$ cat src/rtl/seg_scan_driver.sv
// seg_scan_driver: time-multiplexed seven-segment driver with a shared segment
// bus and per-digit anode enables. New values wait in a pending register and
// are moved to the display register only on the frame wrap, so a frame never
// mixes old and new digits.
module seg_scan_driver #(
    parameter int DIGITS         = 4,
    parameter int PRESCALE       = 1000,
    parameter bit SEG_ACTIVE_LOW = 1'b0,
    parameter bit AN_ACTIVE_LOW  = 1'b1
) (
    input  logic                  clk,
    input  logic                  rst,
    input  logic                  enable,
    input  logic                  load,
    input  logic [4*DIGITS-1:0]   value,
    input  logic [DIGITS-1:0]     dp_in,
    input  logic                  lz_blank,
    output logic [6:0]            seg,
    output logic                  dp,
    output logic [DIGITS-1:0]     an,
    output logic                  frame_done
);

    localparam int PW = (PRESCALE > 1) ? $clog2(PRESCALE) : 1;
    localparam int IW = (DIGITS > 1) ? $clog2(DIGITS) : 1;
    localparam logic [PW-1:0] PS_LAST  = PW'(PRESCALE - 1);
    localparam logic [IW-1:0] IDX_LAST = IW'(DIGITS - 1);

    logic [PW-1:0]         cnt;
    logic [IW-1:0]         idx;
    logic                  tick;
    logic                  wrap;
    logic                  wrap_q;

    logic [4*DIGITS-1:0]   pend_value;
    logic [DIGITS-1:0]     pend_dp;
    logic                  pend_lz;
    logic                  pend_valid;
    logic [4*DIGITS-1:0]   disp_value;
    logic [DIGITS-1:0]     disp_dp;
    logic                  disp_lz;

    logic [3:0]            nib;
    logic [6:0]            seg_dec;
    logic [DIGITS-1:0]     blank_vec;
    logic                  zero_run;
    logic [6:0]            seg_n;
    logic                  dp_n;
    logic [DIGITS-1:0]     an_n;

    // Slot tick and frame wrap derived from the scan position.
    always_comb begin
        tick = enable && (cnt == PS_LAST);
        wrap = tick && (idx == IDX_LAST);
    end

    // Prescaler and digit index; both freeze while disabled.
    always_ff @(posedge clk) begin
        if (rst) begin
            cnt <= '0;
            idx <= '0;
        end else if (tick) begin
            cnt <= '0;
            idx <= (idx == IDX_LAST) ? '0 : idx + 1'b1;
        end else if (enable) begin
            cnt <= cnt + 1'b1;
        end
    end

    // Pending capture and tear-free transfer to the display register on wrap.
    // A load coinciding with the wrap bypasses pending entirely.
    always_ff @(posedge clk) begin
        if (rst) begin
            pend_value <= '0;
            pend_dp    <= '0;
            pend_lz    <= 1'b0;
            pend_valid <= 1'b0;
            disp_value <= '0;
            disp_dp    <= '0;
            disp_lz    <= 1'b0;
        end else begin
            if (load) begin
                pend_value <= value;
                pend_dp    <= dp_in;
                pend_lz    <= lz_blank;
            end
            if (wrap && load) begin
                disp_value <= value;
                disp_dp    <= dp_in;
                disp_lz    <= lz_blank;
                pend_valid <= 1'b0;
            end else if (wrap && pend_valid) begin
                disp_value <= pend_value;
                disp_dp    <= pend_dp;
                disp_lz    <= pend_lz;
                pend_valid <= 1'b0;
            end else if (load) begin
                pend_valid <= 1'b1;
            end
        end
    end

    // Leading-zero map: digit k>0 blanks when it and every higher nibble are zero.
    always_comb begin
        zero_run  = 1'b1;
        blank_vec = '0;
        for (int k = DIGITS - 1; k >= 1; k--) begin
            zero_run     = zero_run && (disp_value[4*k +: 4] == 4'h0);
            blank_vec[k] = zero_run;
        end
    end

    // Hex decode of the active digit, active-high {a,b,c,d,e,f,g}.
    always_comb begin
        nib = disp_value[4*int'(idx) +: 4];
        case (nib)
            4'h0: seg_dec = 7'b1111110;
            4'h1: seg_dec = 7'b0110000;
            4'h2: seg_dec = 7'b1101101;
            4'h3: seg_dec = 7'b1111001;
            4'h4: seg_dec = 7'b0110011;
            4'h5: seg_dec = 7'b1011011;
            4'h6: seg_dec = 7'b1011111;
            4'h7: seg_dec = 7'b1110000;
            4'h8: seg_dec = 7'b1111111;
            4'h9: seg_dec = 7'b1111011;
            4'hA: seg_dec = 7'b1110111;
            4'hB: seg_dec = 7'b0011111;
            4'hC: seg_dec = 7'b1001110;
            4'hD: seg_dec = 7'b0111101;
            4'hE: seg_dec = 7'b1001111;
            default: seg_dec = 7'b1000111;
        endcase
    end

    // Next output values before polarity; everything dark while disabled.
    always_comb begin
        seg_n = '0;
        dp_n  = 1'b0;
        an_n  = '0;
        if (enable) begin
            seg_n = (disp_lz && blank_vec[idx]) ? 7'b0000000 : seg_dec;
            dp_n  = disp_dp[idx];
            an_n  = DIGITS'(1) << idx;
        end
    end

    // Registered outputs with polarity applied; frame_done lines up with the
    // first digit-0 output of the newly transferred frame.
    always_ff @(posedge clk) begin
        if (rst) begin
            seg        <= {7{SEG_ACTIVE_LOW}};
            dp         <= SEG_ACTIVE_LOW;
            an         <= {DIGITS{AN_ACTIVE_LOW}};
            wrap_q     <= 1'b0;
            frame_done <= 1'b0;
        end else begin
            seg        <= seg_n ^ {7{SEG_ACTIVE_LOW}};
            dp         <= dp_n ^ SEG_ACTIVE_LOW;
            an         <= an_n ^ {DIGITS{AN_ACTIVE_LOW}};
            wrap_q     <= wrap;
            frame_done <= wrap_q;
        end
    end

endmodule

$ cat config.mk
export PLATFORM = sky130hd
export DESIGN_NAME = seg_scan_driver
export DESIGN_NICKNAME = d
export VERILOG_FILES = /design/src/rtl/seg_scan_driver.sv
export SDC_FILE = /design/constraint.sdc
export NUM_CORES = 1
export LEC_CHECK = 0
export ABC_AREA = 1
export CAP_MARGIN = 5
export CORE_ASPECT_RATIO = 1.4
export CORE_MARGIN = 4
export CORE_UTILIZATION = 30
export DETAILED_ROUTE_END_ITERATION = 12
export PLACE_DENSITY_LB_ADDON = 0.08
export SETUP_SLACK_MARGIN = 0.1
export SLEW_MARGIN = 20
export SYNTH_ARGS = -nofsm -noshare
export SYNTH_HDL_FRONTEND = slang
export SYNTH_SLANG_ARGS = --single-unit
$ cat constraint.sdc
create_clock -name clk -period 2.46 [get_ports clk]
set_input_delay 0.738 -clock clk [delete_from_list [all_inputs] [get_ports clk]]
set_output_delay 0.738 -clock clk [all_outputs]
set_load 0.02 [all_outputs]
==> impl_metrics.json <==
{
  "status": "complete, no violations",
  "critPathBufInv": 2,
  "busiest_layer": "met2",
  "ctsResizeCount": 0,
  "comb_power_share_pct": 6.9,
  "post_cts_buffers": 0,
  "clock-sinks": 69,
  "crit_family": "simple AND/OR/NAND/NOR gates",
  "rsz0062_at_grt": "no",
  "crit_type": "in2reg",
  "setup_viol": 0,
  "r2r_slack_ps": 520,
  "fin_skew_ps": 6.54,
  "syn_inst": 443,
  "tightest_slew_ps": 450,
  "synth_area_mm2": 0.00321,
  "r2r-end": "seg[3]",
  "coreArea_mm2": 0.0104,
  "critPathLaunchType": "input pin",
  "die-area_mm2": 0.0124,
  "fp.dieH_um": 130,
  "syn_area_per_cell_um2": 7.25,
  "antenna_cells": 0,
  "insertion_delay_ps": 330,
  "grt_max_degree": 25,
  "synth_top_area_share_pct": 43.0,
  "peakVddDrop_v": 0.000316,
  "drive_above_1_share_pct": 12.7,
  "h-tree-depth": 3,
  "grt_pass1_vias": 2531,
  "crit_start": "enable",
  "relSlewSlack_pct": 70.0,
  "fin_ws_ps": 480,
  "crit_required_ps": 2720,
  "postLayoutCellArea_mm2": 0.00408,
  "synth_edf_count": 0,
  "pwr-share-clk_pct": 49.3,
  "period_share_pct": 80.5,
  "regArea_mm2": 0.00138,
  "vias": 2730,
  "p_switching_w": 0.000587,
  "critical_path_depth": 8,
  "cts_tree": "built",
  "switching_share_pct": 22.3,
  "power_frac_seq_pct": 43.9,
  "hold_viol_final": 0,
  "use_met2_pct": 20.9,
  "start_util_pct": 30.9,
  "drt_iter0_drc": 72,
  "async_reset_ff_share_pct": 0,
  "vias_per_cell": 4.31,
  "cp_slowest_cell": "clkdlybuf4s50_1",
  "path_cells": "clkdlybuf4s50_1 > buf_4 > nand2_1 > nor2_1 > nand4_1 > nor2_1 > nand3_1 > a21oi_1",
  "gp_congestion": 0.809,
  "port_buffers": 37,
  "setup.worst_path.end": "cnt[9]",
  "ys_ff_latch": 69,
  "critPathMaxStageDelay_ps": 510,
  "ys.flop_type": "dfxtp_1",
  "whs_ps": 413,
  "fin_crit_ps": 1980,
  "clock_path_buffers": 2,
  "p_int_w": 0.00205,
  "reg2reg_depth": 8,
  "synth_top_cell_by_area": "dfxtp_1",
  "synth.distinct_cells": 34,
  "fmax_mhz": 505,
  "ys_warn_count": 0,
  "use_met3_pct": 3.89,
  "cts_inserted_buffers": 9,
  "dpl.hpwl_mm": 5.33,
  "slew_viol_final": 0,
  "finalSetupTns_ps": 0,
  "rows": 44,
  "critPathMaxFanout": 5,
  "cap_violations": 0,
  "gr-total-overflow": 0,
  "hold_buffers": 0,
  "cp_data_arrival_time_ps": 2240,
  "fillers": 1084,
  "synth_nets": 480,
  "drc": 0,
  "multi_input_comb_area_mm2": 0.00156,
  "nNetsFinal": 527,
  "dr.pass1.iters": 4,
  "synth_most_common_cell": "nand2_1",
  "synth_area_leaders": "dfxtp_1, nand2_1, nor2_1",
  "ios": 38,
  "pwr_density_cell_mw_per_mm2": 648,
  "end_kind": "flop",
  "r2r-start": "idx[1]",
  "grtUsageTotal_pct": 12.4,
  "clkTransAtPathRegs_ps": 60,
  "pre_cts_ws_ps": 94.4,
  "syn_to_final_growth_pct": 26.9,
  "ant_nets": 0,
  "crit_top_cell": "nor2_1",
  "hold_class": "reg2reg",
  "die_w_um": 95.5,
  "grt_antenna_before_repair": 0,
  "cellLeakagePower_nw": 1.83,
  "wl_per_cell_um": 11.3,
  "ys_seq_area_share_pct": 43.0,
  "root_buffer": "clkbuf_16",
  "yosys-top-cells-count": "nand2_1, dfxtp_1, nor2_1",
  "grt_use_met1_pct": 14.7,
  "grt_first_pass_wirelength_mm": 11.8,
  "dpl_cell_area_mm2": 0.00377,
  "wirelength_mm": 7.14
}
## worst min-delay path, delay by kind of cell, from the launching register on
kind                   cells  cell delay (ps)
buffers and inverters      1               50
DFF                        1              290
and+or+nand+nor            1               30
## layer usage
metal | part of all wire, % | wire [um] | vias to the layer above
li1 | - | - | 1478
met1 | 46 | 3260 | 1212
met2 | 49 | 3530 | 32
met3 | 3.3 | 238 | 8
met4 | 1.7 | 119 | 0
met5 | 0 | 0 | -
## cells by family (layout without fill, tap and decap cells)
group / after synthesis / count (layout) / share of synthesized area, %
AND/OR/NAND/NOR: 234 / 234 / 31.1
XOR/XNOR: 3 / 3 / 0.818
flip-flops: 69 / 69 / 43.0
adder cells (fa/ha/maj): 12 / 12 / 4.67
buffers and inverters: 61 / 113 / 8.53
AO/OA/AOI/OAI: 64 / 64 / 11.9
## how the worst min path moves through the flow
| stage | startpoint | endpoint | slack [ps] | cells after the start |
|---|---|---|---|---|
| global placement | wrap_q | frame_done | 410 | 2 |
| detailed placement | wrap_q | frame_done | 410 | 2 |
| finish | wrap_q | frame_done | 410 | 2 |
| floorplan | wrap_q | frame_done | 390 | 2 |
| global route | wrap_q | frame_done | 430 | 2 |
| CTS | wrap_q | frame_done | 420 | 2 |
## final cells by class
class                           instances  share of cell area, %
Timing Repair Buffer                   51                   12.0
Tap cell                              138                   4.24
Inverter                               46                   4.27
Sequential cell                        69                   33.9
Multi-Input combinational cell        313                   38.2
Clock inverter                          5                   1.47
Clock buffer                           11                   5.96
## registers in the layout, indices dropped and copies added, names as in the netlist, 2 cells and up
register / count
an: 4
cnt: 10
disp_dp: 4
disp_value: 16
idx: 2
pend_dp: 4
pend_value: 16
seg: 7
## placed cells by master (no fill, tap or decap), types with 2 or more instances in the layout
cell / instances
o21ai_0: 15
nand2_2: 3
inv_2: 2
inv_1: 42
nor2_1: 51
ha_1: 12
o21a_1: 2
clkbuf_16: 9
xor2_1: 3
a21oi_2: 11
nand3_1: 13
clkinv_4: 2
or2_2: 12
a21oi_1: 30
nand2_1: 138
clkdlybuf4s50_1: 37
nor3b_1: 4
nor2_2: 2
a21boi_0: 2
dfxtp_1: 69
nor3_1: 6
clkinv_2: 2
buf_4: 13
## power by group through the flow
stage	clock network [W]	registers, W	logic (W)
final	0.00130	0.00116	0.000181
after detailed placement	0	0.00118	0.000184
after CTS	0.00134	0.00116	0.000185
after global routing	0.00140	0.00116	0.000205
after global placement	0	0.00118	0.000183
after floorplan	0	0.00119	0.0000923
## metrics by stage
stage               power (W)  std cells  utilization (%)
global route          0.00277        633             39.2
CTS                   0.00269        633             39.2
finish                0.00264        633             39.2
floorplan             0.00128        443                -
detailed placement    0.00137        617             36.3
global placement      0.00136        617             36.3
(Power assumes the default switching activity.)
